`src/rtl/dedup_sequencer.sv`:
```
// rtl/dedup_sequencer.sv - sequences a remove-duplicates pass from a source SRAM into a compacted destination SRAM
module dedup_sequencer #(
    parameter int DATA_W = 32,
    parameter int DEPTH  = 32,
    parameter int ADDR_W = 5
) (
    input  logic              clk,
    input  logic              rst,
    input  logic              start,
    input  logic [ADDR_W:0]   len,
    output logic              busy,
    output logic              done,
    output logic [ADDR_W:0]   k,
    output logic              rd_en,
    output logic [ADDR_W-1:0] rd_addr,
    input  logic [DATA_W-1:0] rd_data,
    output logic              wr_en,
    output logic [ADDR_W-1:0] wr_addr,
    output logic [DATA_W-1:0] wr_data
);

    localparam logic [ADDR_W:0] MAX_LEN = (ADDR_W+1)'(DEPTH);
    localparam logic [ADDR_W:0] ONE     = (ADDR_W+1)'(1);

    typedef enum logic [1:0] {
        IDLE   = 2'd0,
        SCAN   = 2'd1,
        DRAIN  = 2'd2,
        FINISH = 2'd3
    } state_t;

    state_t            state;
    state_t            state_nxt;
    logic [ADDR_W:0]   i;
    logic [ADDR_W:0]   len_q;
    logic [ADDR_W:0]   j;
    logic [DATA_W-1:0] prev;
    logic              vld;
    logic              first;
    logic              keep;
    logic [ADDR_W:0]   len_clamp;

    assign len_clamp = (len > MAX_LEN) ? MAX_LEN : len;

    // vld marks the cycle where rd_data belongs to the previous cycle's read
    assign keep    = vld && (first || (rd_data != prev));
    assign busy    = (state != IDLE);
    assign done    = (state == FINISH);
    assign rd_en   = (state == SCAN);
    assign rd_addr = (state == SCAN) ? i[ADDR_W-1:0] : '0;
    assign wr_en   = keep;
    assign wr_addr = keep ? j[ADDR_W-1:0] : '0;
    assign wr_data = vld ? rd_data : '0;

    always_comb begin
        state_nxt = state;
        case (state)
            IDLE: begin
                if (start) begin
                    state_nxt = (len_clamp == '0) ? FINISH : SCAN;
                end
            end
            SCAN: begin
                if ((i + ONE) == len_q) begin
                    state_nxt = DRAIN;
                end
            end
            DRAIN:   state_nxt = FINISH;
            FINISH:  state_nxt = IDLE;
            default: state_nxt = IDLE;
        endcase
    end

    always_ff @(posedge clk or negedge rst) begin
        if (!rst) begin
            state <= IDLE;
            i     <= '0;
            len_q <= '0;
            j     <= '0;
            k     <= '0;
            prev  <= '0;
            vld   <= 1'b0;
            first <= 1'b0;
        end else begin
            state <= state_nxt;
            vld   <= (state == SCAN);
            first <= (state == SCAN) && (i == '0);
            if (vld) begin
                prev <= rd_data;
            end
            if (keep) begin
                j <= j + ONE;
            end
            case (state)
                IDLE: begin
                    if (start) begin
                        len_q <= len_clamp;
                        i     <= '0;
                        j     <= '0;
                        k     <= '0;
                    end
                end
                SCAN: begin
                    i <= i + ONE;
                end
                DRAIN: begin
                    // final element is compared here, so fold its keep into k
                    k <= keep ? (j + ONE) : j;
                end
                default: begin
                end
            endcase
        end
    end

endmodule
```
`config.mk`:
```
export PLATFORM = sky130hd
export DESIGN_NAME = dedup_sequencer
export DESIGN_NICKNAME = d
export VERILOG_FILES = /design/src/rtl/dedup_sequencer.sv
export SDC_FILE = /design/constraint.sdc
export NUM_CORES = 1
export LEC_CHECK = 0
export CORE_ASPECT_RATIO = 1.75
export CORE_UTILIZATION = 44
export DETAILED_ROUTE_END_ITERATION = 8
export MAX_ROUTING_LAYER = met4
export PLACE_DENSITY_LB_ADDON = 0.05
export SYNTH_ARGS = -nofsm -noshare
export SYNTH_HDL_FRONTEND = slang
export SYNTH_SLANG_ARGS = --single-unit
```
`constraint.sdc`:
```
create_clock -name clk -period 2.2 [get_ports clk]
set_input_delay 0.44 -clock clk [delete_from_list [all_inputs] [get_ports clk]]
set_output_delay 0.44 -clock clk [all_outputs]
set_load 0.02 [all_outputs]
```
# Word-level counts from Yosys, hierarchy flattened

Index checks and enable logic that the tools add are counted.

Register bits: 60
Word-level logic and storage cells: 45
Input bits: 41

Add/subtract/negate cells: 2
Mux-type cells: 14
Order comparisons: 1
Reduce and logical (&&, ||, !) cells: 13
Equality and inequality tests: 7

Operators with widths:

| cell                                                                     | number |
|---|---|
| 32-bit 2-to-1 mux                                                        | 1 |
| 32-bit inequality test                                                   | 1 |
| 6-bit 2-to-1 mux                                                         | 5 |
| 6-bit one-hot mux with 2 select lines                                    | 2 |
| 6-bit by 1-bit adder with 6-bit output (second input constant)           | 2 |
| 6-bit zero test                                                          | 2 |
| 5-bit 2-to-1 mux                                                         | 2 |
| 2-bit one-hot mux with 4 select lines                                    | 1 |
| 2-bit AND reduction                                                      | 4 |
| 6-bit equality test                                                      | 1 |
| 6-bit greater-than comparator (second input constant)                    | 1 |
| 2-bit 2-to-1 mux                                                         | 3 |
| 2-bit nonzero test                                                       | 3 |
| 2-bit equality test (second input constant)                              | 2 |
| 2-bit by 1-bit equality test with 1-bit output (second input constant)   | 1 |
| 1-bit logical AND                                                        | 2 |
| 2-bit zero test                                                          | 1 |
| 2-bit by 1-bit inequality test with 1-bit output (second input constant) | 1 |
| 2-bit inequality test (second input constant)                            | 1 |
| 1-bit logical OR                                                         | 1 |

# Logic depth before layout (Yosys ltp)

Word-level depth: 6
Depth in mapped cells: 9

# Least setup slack after synthesis

OpenSTA, ideal clock, no wires.

Path kind: in2out
Start: input port rd_data[2]
End: output port wr_addr[0]
Required time: 1.760 ns
Cell stages on the path: 7
Path slack: -0.100 ns
Buffers on the path: 1
Arrival: 1.860 ns
Cell sequence: xor2_1 nor4_1 nand4_1 o31ai_4 buf_6 inv_1 ha_1

Cells in the longest elaborated chain, start to end: 4

Ends and longest elaborated chain:

| element                | line | text |
|---|---|---|
| from (decl)            | 16   | `input logic [DATA_W-1:0] rd_data,` |
| 32-bit inequality test | 46   | `assign keep = vld && (first \|\| (rd_data != prev));` |
| 1-bit logical OR       | 46   |  |
| 1-bit logical AND      | 46   |  |
| 5-bit 2-to-1 mux       | 52   | `assign wr_addr = keep ? j[ADDR_W-1:0] : '0;` |
| to (decl)              | 18   | `output logic [ADDR_W-1:0] wr_addr,` |

Every way passes these cells.

# Worst setup path after layout

Start: register prev[10]
End: output port wr_addr[0]

Cells in the longest elaborated chain, start to end: 4

Ends and longest elaborated chain:

| element                | line | text |
|---|---|---|
| from (decl)            | 37   | `logic [DATA_W-1:0] prev;` |
| from (signal assigned) | 89   | `prev <= rd_data;` |
| 32-bit inequality test | 46   |  |
| 1-bit logical OR       | 46   |  |
| 1-bit logical AND      | 46   |  |
| 5-bit 2-to-1 mux       | 52   |  |

Every way passes these cells.

==> results.sh <==
export IMPL_pin_count=93
export IMPL_worstPathArrival_ns=2.21
export IMPL_wl_per_cell_um=15.1
export IMPL_relSlewSlack=0.601
export IMPL_final_common_cell="dfrtp_1"
export IMPL_syn_avg_cell_area_um2=10.3
export IMPL_avgViaCountPerCell=5.32
export IMPL_synth_edf_count=0
export IMPL_dpl_hpwl_um=5840
export IMPL_holdWs_ns=0.102
export IMPL_fmax_mhz=377
export IMPL_worst_slack_ns=-0.453
export IMPL_setup_viol_count_final=15
export IMPL_die_w_um=68.7
export IMPL_netlist_instances=333
export IMPL_grt_use_total=0.224
export IMPL_synth_top_cell_by_area="dfrtp_1"
export IMPL_required_ns=1.76
export IMPL_power_static_leakage_uw=0.00261
export IMPL_grt_setup_unrepaired="yes"
export IMPL_gp_congestion=0.901
export IMPL_syn_nets=382
export IMPL_drt_wl_total_um=8180
export IMPL_root_buffer="clkbuf_16"
export IMPL_worst_setup_path_end_kind="output pin"
export IMPL_core_area_um2=7570
export IMPL_worst_path_max_fanout=4
export IMPL_irDropWorstVdd_v=0.00113
export IMPL_overflow=0
export IMPL_die_h_um=119
export IMPL_antenna_found_initial=0
export IMPL_cts_tree="built"
export IMPL_final_nets=497
export IMPL_clk_path_buf_depth=2
export IMPL_ys_top_cells_by_area="dfrtp_1 (44%), mux2_2 (11%), xor2_1 (8.2%), and2_1 (7.1%), ha_1 (2.9%)"
export IMPL_yosysTopAreaCellShare=0.438
export IMPL_max_cap_violations=0
export IMPL_worst_slew_pin_slew_ns=0.593
export IMPL_cts_max_level=3
export IMPL_drtIter0Drc=102
export IMPL_start_kind="flip-flop"
export IMPL_antennaDiodeCount=0
export IMPL_grt_pass1_wl_um=13200
export IMPL_grt_pass1_vias=2824
export IMPL_power_total_uw=6680
export IMPL_synthArstFlopShare=1.00
export IMPL_ys_warn_count=0
export IMPL_status="complete, but fails checks"
export IMPL_fp_row_count=42
export IMPL_vias=2875
export IMPL_start_util=0.453
export IMPL_hold_viol_final=0
export IMPL_min_period_ns=2.65
export IMPL_final_cell_mix="dfrtp_1 (59), and2_1 (36), dlygate4sd2_1 (35), mux2_2 (32), xor2_1 (31)"
export IMPL_syn2layout_area_growth_pct=47.7
export IMPL_dr_pass1_iters=4
export IMPL_violations="negative setup slack"
export IMPL_power_density_nw_per_um2=1320
export IMPL_drc=0
export IMPL_fin_setup_tns_ns=-3.86
export IMPL_ant_nets=0
export IMPL_synth_ff_type="dfrtp_1"
export IMPL_fp_dieArea_um2=8150
export IMPL_cts_sinks=60
export IMPL_seq_area_frac_synth=0.438
export IMPL_cts_reportedPaths_clkPinSlew_ns=0.05
export IMPL_crit_type="flip-flop to output pin"
export IMPL_io_buffers=92
export IMPL_clock_latency_ns=0.32
export IMPL_synth_cell_area_um2=3420
export IMPL_grt_max_degree=61
export IMPL_drv_slew=0
export IMPL_skew_ns=0.00491
export IMPL_synth_seq_cells=60
export IMPL_ys_types=42
export IMPL_drive_above_1_share=0.235
export IMPL_cts_inserted_buffers=9
export IMPL_finalCritPeriodShare=1.21
export IMPL_hold_path_class="input pin to asynchronous set/reset pin"
-- flip-flops by register name (all words and copies together), names as in the netlist, named ones only --
name,cells
k,6
state,2
prev,32
len_q,6
i,6
first,1
vld,1
j,1
-- cells in the mapped netlist, drive strengths merged, types with 2 or more instances --
library cell,n
mux2i,3
nor2,12
nor3,9
o22ai,3
o311ai,2
nand4,2
nand3b,5
a32oi,3
nor4,7
mux2,32
nor2b,3
xnor2,10
inv,9
or3,3
nand2,25
buf,3
ha,8
a21oi,11
clkbuf,13
xor2,32
and2,39
o21ai,11
nand3,10
o31ai,2
or4,3
dfrtp,60
-- repair_timing --
| action | 4_1_cts | 5_1_grt |
|---|---|---|
| buffers inserted | 6 | 1 |
| hold buffers | 0 | 0 |
| endpoints found under the setup margin | 31 | 41 |
| pin swaps | 18 | 4 |
| resized for setup | 90 | 29 |
-- final cells by class --
cell class	instances	area (µm²)
sequential	60	1500
clock buffer	10	239
multi-input combinational	248	1920
clock inverter	5	52.6
tap	88	110
timing repair buffer	120	1200
fill	649	2510
inverter	9	36.3
-- power by group --
part / total [µW] / switching [µW] / internal (µW) / leakage (µW)
Clock: 1370 / 480 / 893 / 0.000144
Combinational: 3260 / 1570 / 1690 / 0.00172
Sequential: 2050 / 453 / 1590 / 0.000744
Total: 6680 / 2510 / 4180 / 0.00261
-- stage by stage --
step / util / cells / worst slack [ns] / area, µm²
6_report: 0.668 / 540 / -0.453 / 5060
5_1_grt: 0.668 / 540 / -0.578 / 5060
3_5_place_dp: 0.608 / 518 / -1.19 / 4600
2_1_floorplan: - / 333 / -0.0206 / 3480
4_1_cts: 0.658 / 539 / -0.522 / 4980
3_3_place_gp: 0.608 / 518 / -1.18 / 4600
-- worst max-delay path, stage by stage, from the launching register on --
cell     delay [ns]
dfrtp_1        0.38
xor2_1         0.17
nor4_2         0.33
nand4_1        0.23
o31ai_4        0.33
buf_6          0.14
inv_4          0.04
ha_4           0.15
buf_6          0.12
-- path summary, 6_finish.rpt --
kind	from	end	slack, ns	cells past startpoint
worst min-delay path	rst	prev[23]$_DFFE_PN0P_	0.10	2
max in group asynchronous	rst	len_q[0]$_DFFE_PN0P_	1.81	2
worst min register to register	len_q[0]$_DFFE_PN0P_	len_q[0]$_DFFE_PN0P_	0.49	2
worst max register to register	prev[10]$_DFFE_PN0P_	k[5]$_DFFE_PN0P_	-0.22	10
min in group clk	rd_data[20]	prev[20]$_DFFE_PN0P_	0.44	2
worst max-delay path	prev[10]$_DFFE_PN0P_	wr_addr[0]	-0.45	8
-- routing by layer --
layer | GRT usage | vias to the layer above | share of wire | wire length, µm
met5 | - | - | 0 | 0
li1 | - | 1387 | - | -
met2 | 0.382 | 78 | 0.55 | 4530
met3 | 0.0463 | 13 | 0.049 | 404
met1 | 0.243 | 1397 | 0.38 | 3070
met4 | 0.0906 | 0 | 0.021 | 169
-- cells by family after synthesis --
group                    count (synthesis)  share of synthesized area
flip-flops                              60                      0.438
AND/OR/NAND/NOR                        121                      0.193
buffers and inverters                   25                     0.0340
adder cells (fa/ha/maj)                  8                     0.0292
XOR/XNOR                                42                      0.107
multiplexers                            35                      0.114
AO/OA/AOI/OAI                           42                     0.0840
No activity file was read; power rests on OpenSTA's default activity.
